**src/rtl/dmem_access_ctrl.sv**
```systemverilog
`default_nettype none
// ============================================================================
//  Module   : dmem_access_ctrl
//  Brief    : Load/store sequencer for a single-port word-addressed data
//             memory; byte stores are done as read-modify-write.
//  Revision : 1.0  initial release
// ============================================================================
module dmem_access_ctrl #(
    parameter int MEM_AW = 8
) (
    input  logic        clk,
    input  logic        reset,
    input  logic        req_valid,
    output logic        req_ready,
    input  logic        req_write,
    input  logic        req_byte,
    input  logic [31:0] req_addr,
    input  logic [31:0] req_wdata,
    output logic        resp_valid,
    output logic [31:0] resp_rdata,
    output logic        resp_err,
    output logic [31:0] mem_addr,
    output logic [31:0] mem_wdata,
    input  logic [31:0] mem_rdata,
    output logic        mem_en,
    output logic        mem_rnw
);

    typedef enum logic [2:0] {
        S_IDLE  = 3'd0,
        S_READ  = 3'd1,
        S_RWAIT = 3'd2,
        S_WRITE = 3'd3,
        S_RESP  = 3'd4
    } state_t;

    state_t              r_state;
    state_t              w_next;
    logic                r_write;
    logic                r_byte;
    logic [1:0]          r_lane;
    logic [MEM_AW-1:0]   r_waddr;
    logic [31:0]         r_wbuf;
    logic [31:0]         r_resp_rdata;
    logic                r_resp_err;

    logic                w_accept;
    logic                w_err;
    logic [7:0]          w_rbyte;
    logic [31:0]         w_merged;

    assign w_accept = req_valid && req_ready;
    assign w_err    = (!req_byte && (req_addr[1:0] != 2'b00))
                    || ((req_addr >> (MEM_AW + 2)) != 32'd0);

    // Byte lane extraction and merge, little-endian lane order
    always_comb begin
        w_rbyte  = mem_rdata[7:0];
        w_merged = mem_rdata;
        case (r_lane)
            2'd0: begin w_rbyte = mem_rdata[7:0];   w_merged[7:0]   = r_wbuf[7:0]; end
            2'd1: begin w_rbyte = mem_rdata[15:8];  w_merged[15:8]  = r_wbuf[7:0]; end
            2'd2: begin w_rbyte = mem_rdata[23:16]; w_merged[23:16] = r_wbuf[7:0]; end
            default: begin w_rbyte = mem_rdata[31:24]; w_merged[31:24] = r_wbuf[7:0]; end
        endcase
    end

    always_comb begin
        w_next     = r_state;
        req_ready  = (r_state == S_IDLE) && !reset;
        resp_valid = (r_state == S_RESP) && !reset;
        mem_en     = 1'b0;
        mem_rnw    = 1'b1;
        mem_wdata  = 32'd0;
        case (r_state)
            S_IDLE: begin
                if (w_accept) begin
                    if (w_err)
                        w_next = S_RESP;
                    else if (req_write && !req_byte)
                        w_next = S_WRITE;
                    else
                        w_next = S_READ;
                end
            end
            S_READ: begin
                mem_en = !reset;
                w_next = S_RWAIT;
            end
            S_RWAIT: begin
                w_next = r_write ? S_WRITE : S_RESP;
            end
            S_WRITE: begin
                // A write pending while reset is high must never reach memory
                if (!reset) begin
                    mem_en    = 1'b1;
                    mem_rnw   = 1'b0;
                    mem_wdata = r_wbuf;
                end
                w_next = S_RESP;
            end
            S_RESP: begin
                w_next = S_IDLE;
            end
            default: begin
                w_next = S_IDLE;
            end
        endcase
    end

    always_ff @(posedge clk) begin
        if (reset) begin
            r_state      <= S_IDLE;
            r_write      <= 1'b0;
            r_byte       <= 1'b0;
            r_lane       <= 2'd0;
            r_waddr      <= '0;
            r_wbuf       <= 32'd0;
            r_resp_rdata <= 32'd0;
            r_resp_err   <= 1'b0;
        end else begin
            r_state <= w_next;
            if (w_accept) begin
                r_write <= req_write;
                r_byte  <= req_byte;
                r_lane  <= req_addr[1:0];
                r_waddr <= req_addr[MEM_AW+1:2];
                r_wbuf  <= req_wdata;
                if (w_err) begin
                    r_resp_rdata <= 32'd0;
                    r_resp_err   <= 1'b1;
                end
            end
            if (r_state == S_RWAIT) begin
                if (r_write) begin
                    r_wbuf <= w_merged;
                end else begin
                    r_resp_rdata <= r_byte ? {24'd0, w_rbyte} : mem_rdata;
                    r_resp_err   <= 1'b0;
                end
            end
            if (r_state == S_WRITE) begin
                r_resp_rdata <= 32'd0;
                r_resp_err   <= 1'b0;
            end
        end
    end

    assign mem_addr   = {{(32 - MEM_AW){1'b0}}, r_waddr};
    assign resp_rdata = r_resp_rdata;
    assign resp_err   = r_resp_err;

endmodule
`default_nettype wire

```
**config.mk**
```make
export PLATFORM = sky130hd
export DESIGN_NAME = dmem_access_ctrl
export DESIGN_NICKNAME = d
export VERILOG_FILES = /design/src/rtl/dmem_access_ctrl.sv
export SDC_FILE = /design/constraint.sdc
export NUM_CORES = 1
export LEC_CHECK = 0
export ABC_AREA = 1
export CAP_MARGIN = 20
export CORE_MARGIN = 3
export CORE_UTILIZATION = 46
export CTS_CLUSTER_SIZE = 12
export DETAILED_ROUTE_END_ITERATION = 6
export HOLD_SLACK_MARGIN = 0.1
export MAX_ROUTING_LAYER = met4
export PLACE_DENSITY = 0.95
export SYNTH_ARGS = -nofsm -noshare
export SYNTH_HDL_FRONTEND = slang
export SYNTH_SLANG_ARGS = --single-unit
```
**constraint.sdc**
```tcl
create_clock -name clk -period 2.5 [get_ports clk]
set_input_delay 0.625 -clock clk [delete_from_list [all_inputs] [get_ports clk]]
set_output_delay 0.625 -clock clk [all_outputs]
set_load 0.01 [all_outputs]
```
==> metrics <==
outcome=finished, final reports clean; fmax=409 MHz; vias in the first global route=4911; largest net degree at the start of global routing=51; drt total wl=15000 um; routed via count=5138; Yosys reg bits=80; clk buf depth=2; worst skew pair latency=350 ps; final cell count without fillers=1016; Clock power frac=37.8%; Critical Path Sink Type=output port; Hold Path Class=reg2reg; antenna violations before repair=0; routed len/inst=14.8 um; total gr overflow=0; Worst Tran Pin Value=550 ps; placed cells=997; drt drc=0; part of the power in combinational logic=16.8%; Detail Route Antenna Nets=0; max-cap violation count=0; routability cong.=0.982; # clock sinks=80; Die Width=106 um; Unique masters post-synth=30; fin crit period=2440 ps; critical path data arrival time=1820 ps; synth warn=0; CTS tree=built; leakage=2.87 nW; number of vias per cell=5.06; Slew Viols, Final=0; Final Skew=9.72 ps; sequential cell area=0.00160 mm2; GRT Resource Usage Total=27.3%; sw frac=25.3%; drt pass-1 iters=6; first-pass GRT wire length=23800 um; Seq/Total Area, Yosys=35.1%; CP Max Fanout=42; boundary pin count=202; RSZ-0062 raised after global routing=true; crit share post-route=97.7%; Reg power frac=45.4%; Syn Inst Count=716; FP Rows=35; Final setup violation count=0; Max IR drop VDD=320 uV; endpoints failing hold=0; PwrDens=450 mW/mm2; Multi-input gate area=0.00224 mm2; Layout Nets=985; core area=0.00942 mm2; Critical Path RT=1880 ps; Filler cells=780; 1st-iter DRT viols=479; area of the mapped netlist=0.00456 mm2; Startpoint Class=primary input; CTS Buf Count=9; internal power=2.20 mW; Fin Hold WS=466 ps; Initial Util=48.4%; sw power=0.746 mW; layout cells sized above 1=7.89%; Reg clk slew, reported paths=80 ps; # H-tree levels=3; area added between synthesis and finish=44.0%; Worst slew margin=63.3%; die area=0.0111 mm2; PortBufs=177; post-DP HPWL=10900 um; Mean Syn Cell Area=6.37 um2; die height=106 um; Root Buffer=clkbuf_8; critical path class=in2out; # hold bufs at CTS=0; ANT cells=0; fin util=69.7%
-- through the flow --
step                      total power, mW  setup TNS (ps)  worst slack, ps  area (um2)
after floorplan                      1.62               0             96.4        4640
after global placement               1.84          -11980             -360        6330
after detailed placement             1.85          -14650             -485        6330
after CTS                            2.95               0             10.9        6640
after global routing                 3.06           -2.58            -2.58        6560
final                                2.95               0             57.1        6560
-- path summary, 6_finish.rpt --
path | startpoint | endpoint | slack [ps] | cells past startpoint
hold / removal | r_waddr[2] | r_waddr[2] | 470 | 2
setup reg to reg | r_lane[1] | resp_rdata[2] | 700 | 7
hold reg to reg | r_waddr[2] | r_waddr[2] | 470 | 2
setup / recovery | reset | req_ready | 60 | 4
-- flip-flops by register name, indices dropped and copies added (netlist names) --
signal,flops
r_write,1
r_lane,2
resp_rdata,32
r_waddr,8
r_byte,1
resp_err,1
r_state,3
r_wbuf,32
-- worst max-delay path, cell delays in order --
cell	delay, ps
dlygate4sd2_1	290
buf_6	330
nor2_1	90
clkdlybuf4s50_1	490
-- final cells by class --
| cell class | count | share of cell area (%) |
|---|---|---|
| clock buffer | 10 | 1.94 |
| inverter | 108 | 6.22 |
| clock inverter | 4 | 1.45 |
| sequential | 80 | 24.4 |
| multi-input combinational | 489 | 34.1 |
| timing repair buffer | 196 | 29.4 |
| tap | 129 | 2.46 |
-- kinds of logic after synthesis --
| logic type | share of synthesized area, % |
|---|---|
| AND/OR/NAND/NOR | 26.6 |
| buffers and inverters | 18.0 |
| other | 0.0823 |
| AO/OA/AOI/OAI | 20.1 |
| flip-flops | 35.1 |
-- power groups by stage --
stage	combinational, mW	sequential (mW)	clock [mW]
after global routing	0.543	1.34	1.17
after global placement	0.477	1.37	0
after floorplan	0.255	1.36	0
after detailed placement	0.484	1.37	0
after CTS	0.489	1.34	1.12
final	0.497	1.34	1.11
-- per-layer routing --
layer / vias up / GRT usage (%) / wire length, um
li1: 2542 / - / -
met1: 2287 / 31.9 / 6000
met5: - / - / 0
met2: 256 / 46.8 / 7390
met4: 0 / 10.3 / 473
met3: 53 / 5.14 / 1140
-- synthesized netlist by cell type --
library cell | n | share of area (%)
inv_2 | 4 | 0.33
nand2_2 | 1 | 0.14
a21oi_2 | 1 | 0.19
nor3_1 | 3 | 0.33
nor2_2 | 6 | 0.82
a21boi_1 | 1 | 0.16
o21ai_0 | 35 | 3.8
buf_6 | 9 | 2.2
nor2_4 | 2 | 0.49
nand3_2 | 2 | 0.44
nor2_1 | 81 | 6.7
o21ai_4 | 1 | 0.36
a21boi_0 | 6 | 0.99
buf_2 | 13 | 1.4
a31oi_1 | 22 | 3.0
nand3_1 | 29 | 3.2
buf_1 | 3 | 0.25
o211ai_1 | 3 | 0.49
buf_4 | 26 | 4.3
o22ai_1 | 4 | 0.55
dfxtp_1 | 80 | 35
clkbuf_1 | 11 | 0.91
nand2_4 | 1 | 0.25
nand2_1 | 170 | 14
a21oi_1 | 54 | 5.9
inv_4 | 1 | 0.14
inv_1 | 103 | 8.5
o21ai_1 | 42 | 4.6
nand4_2 | 1 | 0.27
conb_1 | 1 | 0.082
-- placed cells by master (no fill, tap or decap), types with 4 or more instances in the layout --
cell	count
o21ai_1	42
nand2_1	169
inv_2	4
dfxtp_1	80
nor2_2	6
a21oi_1	54
conb_1	24
nor2_1	81
buf_4	10
o22ai_1	4
a31oi_1	22
dlygate4sd2_1	19
a21boi_0	6
o21ai_0	35
clkdlybuf4s50_1	142
buf_12	6
clkbuf_8	9
inv_1	103
clkbuf_2	15
nand3_1	29
-- timing repair --
item | in CTS | in global routing
pin swaps | 1 | 1
endpoints found under the setup margin | 36 | 18
gates cloned | 2 | 0
setup buffers | 3 | 0
resized for setup | 58 | 17
(Power assumes the default switching activity.)
==> RTL edit 1: new RTL, same flow settings <==
Make the reset (`reset`) asynchronous in one clocked block.
--- a/src/rtl/dmem_access_ctrl.sv
+++ b/src/rtl/dmem_access_ctrl.sv
@@ -108,7 +108,7 @@
         endcase
     end
 
-    always_ff @(posedge clk) begin
+    always_ff @(posedge clk or posedge reset) begin
         if (reset) begin
             r_state      <= S_IDLE;
             r_write      <= 1'b0;
Behaviour: differs if reset is asserted again (counterexample within 4 cycles, from zero or initial values and one cycle with reset high); with reset held inactive, the same outputs for 10 cycles.
==> RTL edit 1 against the original RTL <==
The flow now finishes with violations (DRC); count of clock-buffer cells in the layout up 1; area after synthesis up 5.6%; routed wire length up 2.0%; critical endpoint is now mem_wdata[4]; clock skew about the same; global-route usage down 1.2 points; sequential cell count unchanged; register-to-register slack worse by 0.04 ns; worst setup slack better by 0.041 ns; design area up 4.1%.
Power is not compared: it rests on default switching activity, and its combinational part moved more than twofold at a synthesized area within 25%.
==> RTL edit 1: results (changes against the original RTL) <==
status: "complete, but fails checks"  # was completed
violations: "DRC"
ys_seq_area_frac: 0.416  # was 0.351
rr_startpoint: "r_state[1]"  # was r_lane[1]
dpl.cell_count: 954  # was 997
antennaDiodeCount: 0  # unchanged
synth_compound_area_frac: 0.205  # was 0.201
synth_mux_area_frac: 0  # unchanged
n_fill_cell: 790  # was 780
grtUsageTotal: 0.261  # was 0.273
cpPeakStageDelay_ns: 0.44  # was 0.49 ns
grt_start_max_net_pins: 81  # was 51
fin_crit_ns: 2.40  # was 2.44 ns
synth_common_cells: "nand2_1 (180), dfrtp_1 (80), inv_1 (77)"  # was nand2_1 (170), inv_1 (103), nor2_1 (81)
ir_drop_mv: 0.400
clkLatencyLatePin_ns: 0.35  # about the same
drc_errors: 12  # was 0
first_iter_violations: 557  # was 479
post_cts_buffers: 0  # was 3
grt_pass1_vias: 4578  # was 4911
powerDensity_mw_per_mm2: 659
hold_path_startpoint: "r_waddr[6]"  # was r_waddr[2]
grt_first_pass_wirelength_mm: 23.4  # was 23.8 mm
critical_path.slowest_cell: "dfrtp_1"  # was clkdlybuf4s50_1
crit_arrival_ns: 1.78  # was 1.82 ns
min_path_type: "flip-flop to flip-flop"  # unchanged
fin_cells: 973  # was 1016
hold_slack_ns: 0.484  # was 0.466 ns
r2r_setup_slack_ns: 0.66  # was 0.70 ns
fin_worst_skew_ns: 0.00955  # was 0.00972 ns
relSlewSlack: 0.510  # was 0.633
cts_buffers: 9  # unchanged
path_delay_family: "simple AND/OR/NAND/NOR gates"  # was buffers and inverters
ys_types: 30  # unchanged
root_buffer: "clkbuf_8"  # unchanged
path_max_fanout: 17  # was 42
cts_resized: 49  # was 58
gp_routability_congestion: 0.949  # was 0.982
p_leak_nw: 3.40
via_count: 5019  # was 5138
drive_gt1_frac: 0.0726  # was 0.0789
ys_warn_count: 0  # unchanged
ys_top_cells_by_area: "dfrtp_1 (42%), nand2_1 (14%), o21ai_0 (7.6%), inv_1 (6.0%), nor2_1 (4.8%)"  # was dfxtp_1 (35%), nand2_1 (14%), inv_1 (8.5%), nor2_1 (6.7%), a21oi_1 (5.9%)
place_ws_ns: -0.430  # was -0.485 ns
routed_wirelength_mm: 15.3  # was 15.0 mm
synthArstFlopShare: 1.00  # was 0
final_nets: 936  # was 985
dp_hpwl_mm: 11.1  # was 10.9 mm
synth_cells: 674  # was 716
placed_area_mm2: 0.00658  # was 0.00633 mm2
firstDrtPassIters: 7  # was 6
critPathLaunch: "r_state[2]"  # was reset
## RTL edit 1: worst paths after layout
path,endpoint,cells past startpoint
hold / removal,r_waddr[6],2
hold reg to reg,r_waddr[6],2
setup / recovery,mem_wdata[4],5
setup reg to reg,resp_rdata[3],9
max in group asynchronous,resp_rdata[10],4
min in group asynchronous,r_write,4
## RTL edit 1: routing by layer
| layer | vias up | track usage | wire, um |
|---|---|---|---|
| met1 | 2278 | 0.345 | 6120 |
| met2 | 284 | 0.391 | 7210 |
| li1 | 2418 | - | - |
| met3 | 39 | 0.0669 | 1550 |
| met5 | - | - | 0 |
| met4 | 0 | 0.0929 | 412 |
## RTL edit 1: area by class of cell
cell class / instances / area, um2 / area share
inverter: 84 / 322 / 0.0471
multi-input combinational: 469 / 2200 / 0.321
clock inverter: 5 / 105 / 0.0154
timing repair buffer: 191 / 1910 / 0.279
sequential: 80 / 2000 / 0.293
tap: 133 / 166 / 0.0244
clock buffer: 11 / 131 / 0.0192
==> RTL edit 2: new RTL, same settings <==
Without the edit above. Set the parameter `MEM_AW` to 9 (it was 8).
--- a/src/rtl/dmem_access_ctrl.sv
+++ b/src/rtl/dmem_access_ctrl.sv
@@ -6,7 +6,7 @@
 //  Revision : 1.0  initial release
 // ============================================================================
 module dmem_access_ctrl #(
-    parameter int MEM_AW = 8
+    parameter int MEM_AW = 9
 ) (
     input  logic        clk,
     input  logic        reset,
Check against the original RTL: not equivalent (a bounded check fails within 4 cycles, from zero or initial values and one cycle with reset high).
==> RTL edit 2 against the original RTL <==
Clock skew shrank 0.0023 ns; worst setup slack better by 0.0057 ns; sequential cell count grew 1; routed wire length is 1.1% higher; register-to-register slack lost 0.03 ns; area after synthesis about the same; design area is 0.34% lower; power decreased by 4.2%; combinational power decreased by 2%; via count rose by 1.3%; maximum frequency grew 0.23%; largest cell class unchanged; clock power is 12% lower.
==> RTL edit 2: results (changes against the original RTL) <==
swShare: 0.273  # was 0.253
synthArstFlopShare: 0  # unchanged
fin_worst_skew_ns: 0.00741  # was 0.00972 ns
p_leak_nw: 2.80  # was 2.87 nW
min_to: "r_waddr[8]"  # was r_waddr[2]
vias_per_cell: 5.15  # was 5.06
powerClk_mw: 0.981  # was 1.11 mW
drive_gt1_frac: 0.0748  # was 0.0789
r2r_setup_slack_ns: 0.67  # was 0.70 ns
synth_common_cells: "nand2_1 (153), inv_1 (102), dfxtp_1 (81), nor2_1 (81), a21oi_1 (60)"  # was nand2_1 (170), inv_1 (103), nor2_1 (81)
place_ws_ns: -0.551  # was -0.485 ns
path_max_fanout: 16  # was 42
cpPeakStageDelay_ns: 0.27  # was 0.49 ns
highest_layer: "met4"  # unchanged
endpoint: "mem_wdata[0]"  # was req_ready
ys_seq_area_frac: 0.356  # was 0.351
grt_use_met1: 0.314  # was 0.319
rr_startpoint: "r_state[2]"  # was r_lane[1]
final_nets: 978  # was 985
grt_pass1_vias: 4982  # was 4911
regToRegEndpoint: "r_wbuf[10]"  # was resp_rdata[2]
grt_first_pass_wirelength_mm: 24.1  # was 23.8 mm
use_met2: 0.469  # was 0.468
ir_drop_mv: 0.270  # was 0.320 mV
port_buffers: 178  # was 177
met2WireLength_mm: 7.30  # was 7.39 mm
placed_area_mm2: 0.00634  # was 0.00633 mm2
status: "completed"  # unchanged
combPwrFrac: 0.172  # was 0.168
hold_slack_ns: 0.467  # was 0.466 ns
critical_path.slowest_cell: "dlygate4sd2_1"  # was clkdlybuf4s50_1
dp_hpwl_mm: 11.3  # was 10.9 mm
use_met3: 0.0631  # was 0.0514
ys_top_cells_by_area: "dfxtp_1 (36%), nand2_1 (13%), inv_1 (8.4%), nor2_1 (6.7%), a21oi_1 (6.6%)"  # was dfxtp_1 (35%), nand2_1 (14%), inv_1 (8.5%), nor2_1 (6.7%), a21oi_1 (5.9%)
route.met3.wl_mm: 1.33  # was 1.14 mm
total_power_mw: 2.83  # was 2.95 mW
routedWlPerCell_um: 15.0  # was 14.8 um
hold_path_startpoint: "r_waddr[8]"  # was r_waddr[2]
wirelength_met1_mm: 5.84  # was 6.00 mm
grt_start_max_net_pins: 52  # was 51
grtUsageTotal: 0.277  # was 0.273
synth_compound_area_frac: 0.202  # was 0.201
worstMarginPinSlew_ns: 0.568  # was 0.550 ns
n_fill_cell: 774  # was 780
crit_arrival_ns: 1.81
gp_routability_congestion: 0.979  # was 0.982
first_iter_violations: 455  # was 479
fmax_ghz: 0.410  # was 0.409 GHz
critPathLaunch: "reset"  # unchanged
==> RTL edit 2: cell types whose count changed after synthesis, sizes merged, moves of 3 or more <==
cell    unedited run  this run
a21oi             55        60
a31oi             22        19
buf               51        44
clkbuf            11        19
nand2            172       154
nand3             31        41
o21ai             78        70
o22ai              4         7
==> RTL edit 2: area by class of cell <==
type | instances | area share
well taps | 129 | 0.0247
clock buffers | 12 | 0.0222
inverters | 106 | 0.0608
multi-input cells | 481 | 0.341
repair buffers | 198 | 0.295
flip-flops and latches | 81 | 0.248
clock inverters | 4 | 0.00804
==> RTL edit 2: what timing repair did <==
| action | CTS | global route |
|---|---|---|
| buffers inserted | 3 | 0 |
| setup endpoints to repair | 36 | 18 |
| pin swaps | 1 | 0 |
| cloned | 1 | 0 |
| gates resized for setup | 45 | 28 |
==> RTL edit 2: stage by stage <==
stage | std cells | util
floorplan | 731 | -
global placement | 991 | 0.673
detailed placement | 991 | 0.673
CTS | 1011 | 0.697
global route | 1011 | 0.695
finish | 1011 | 0.695
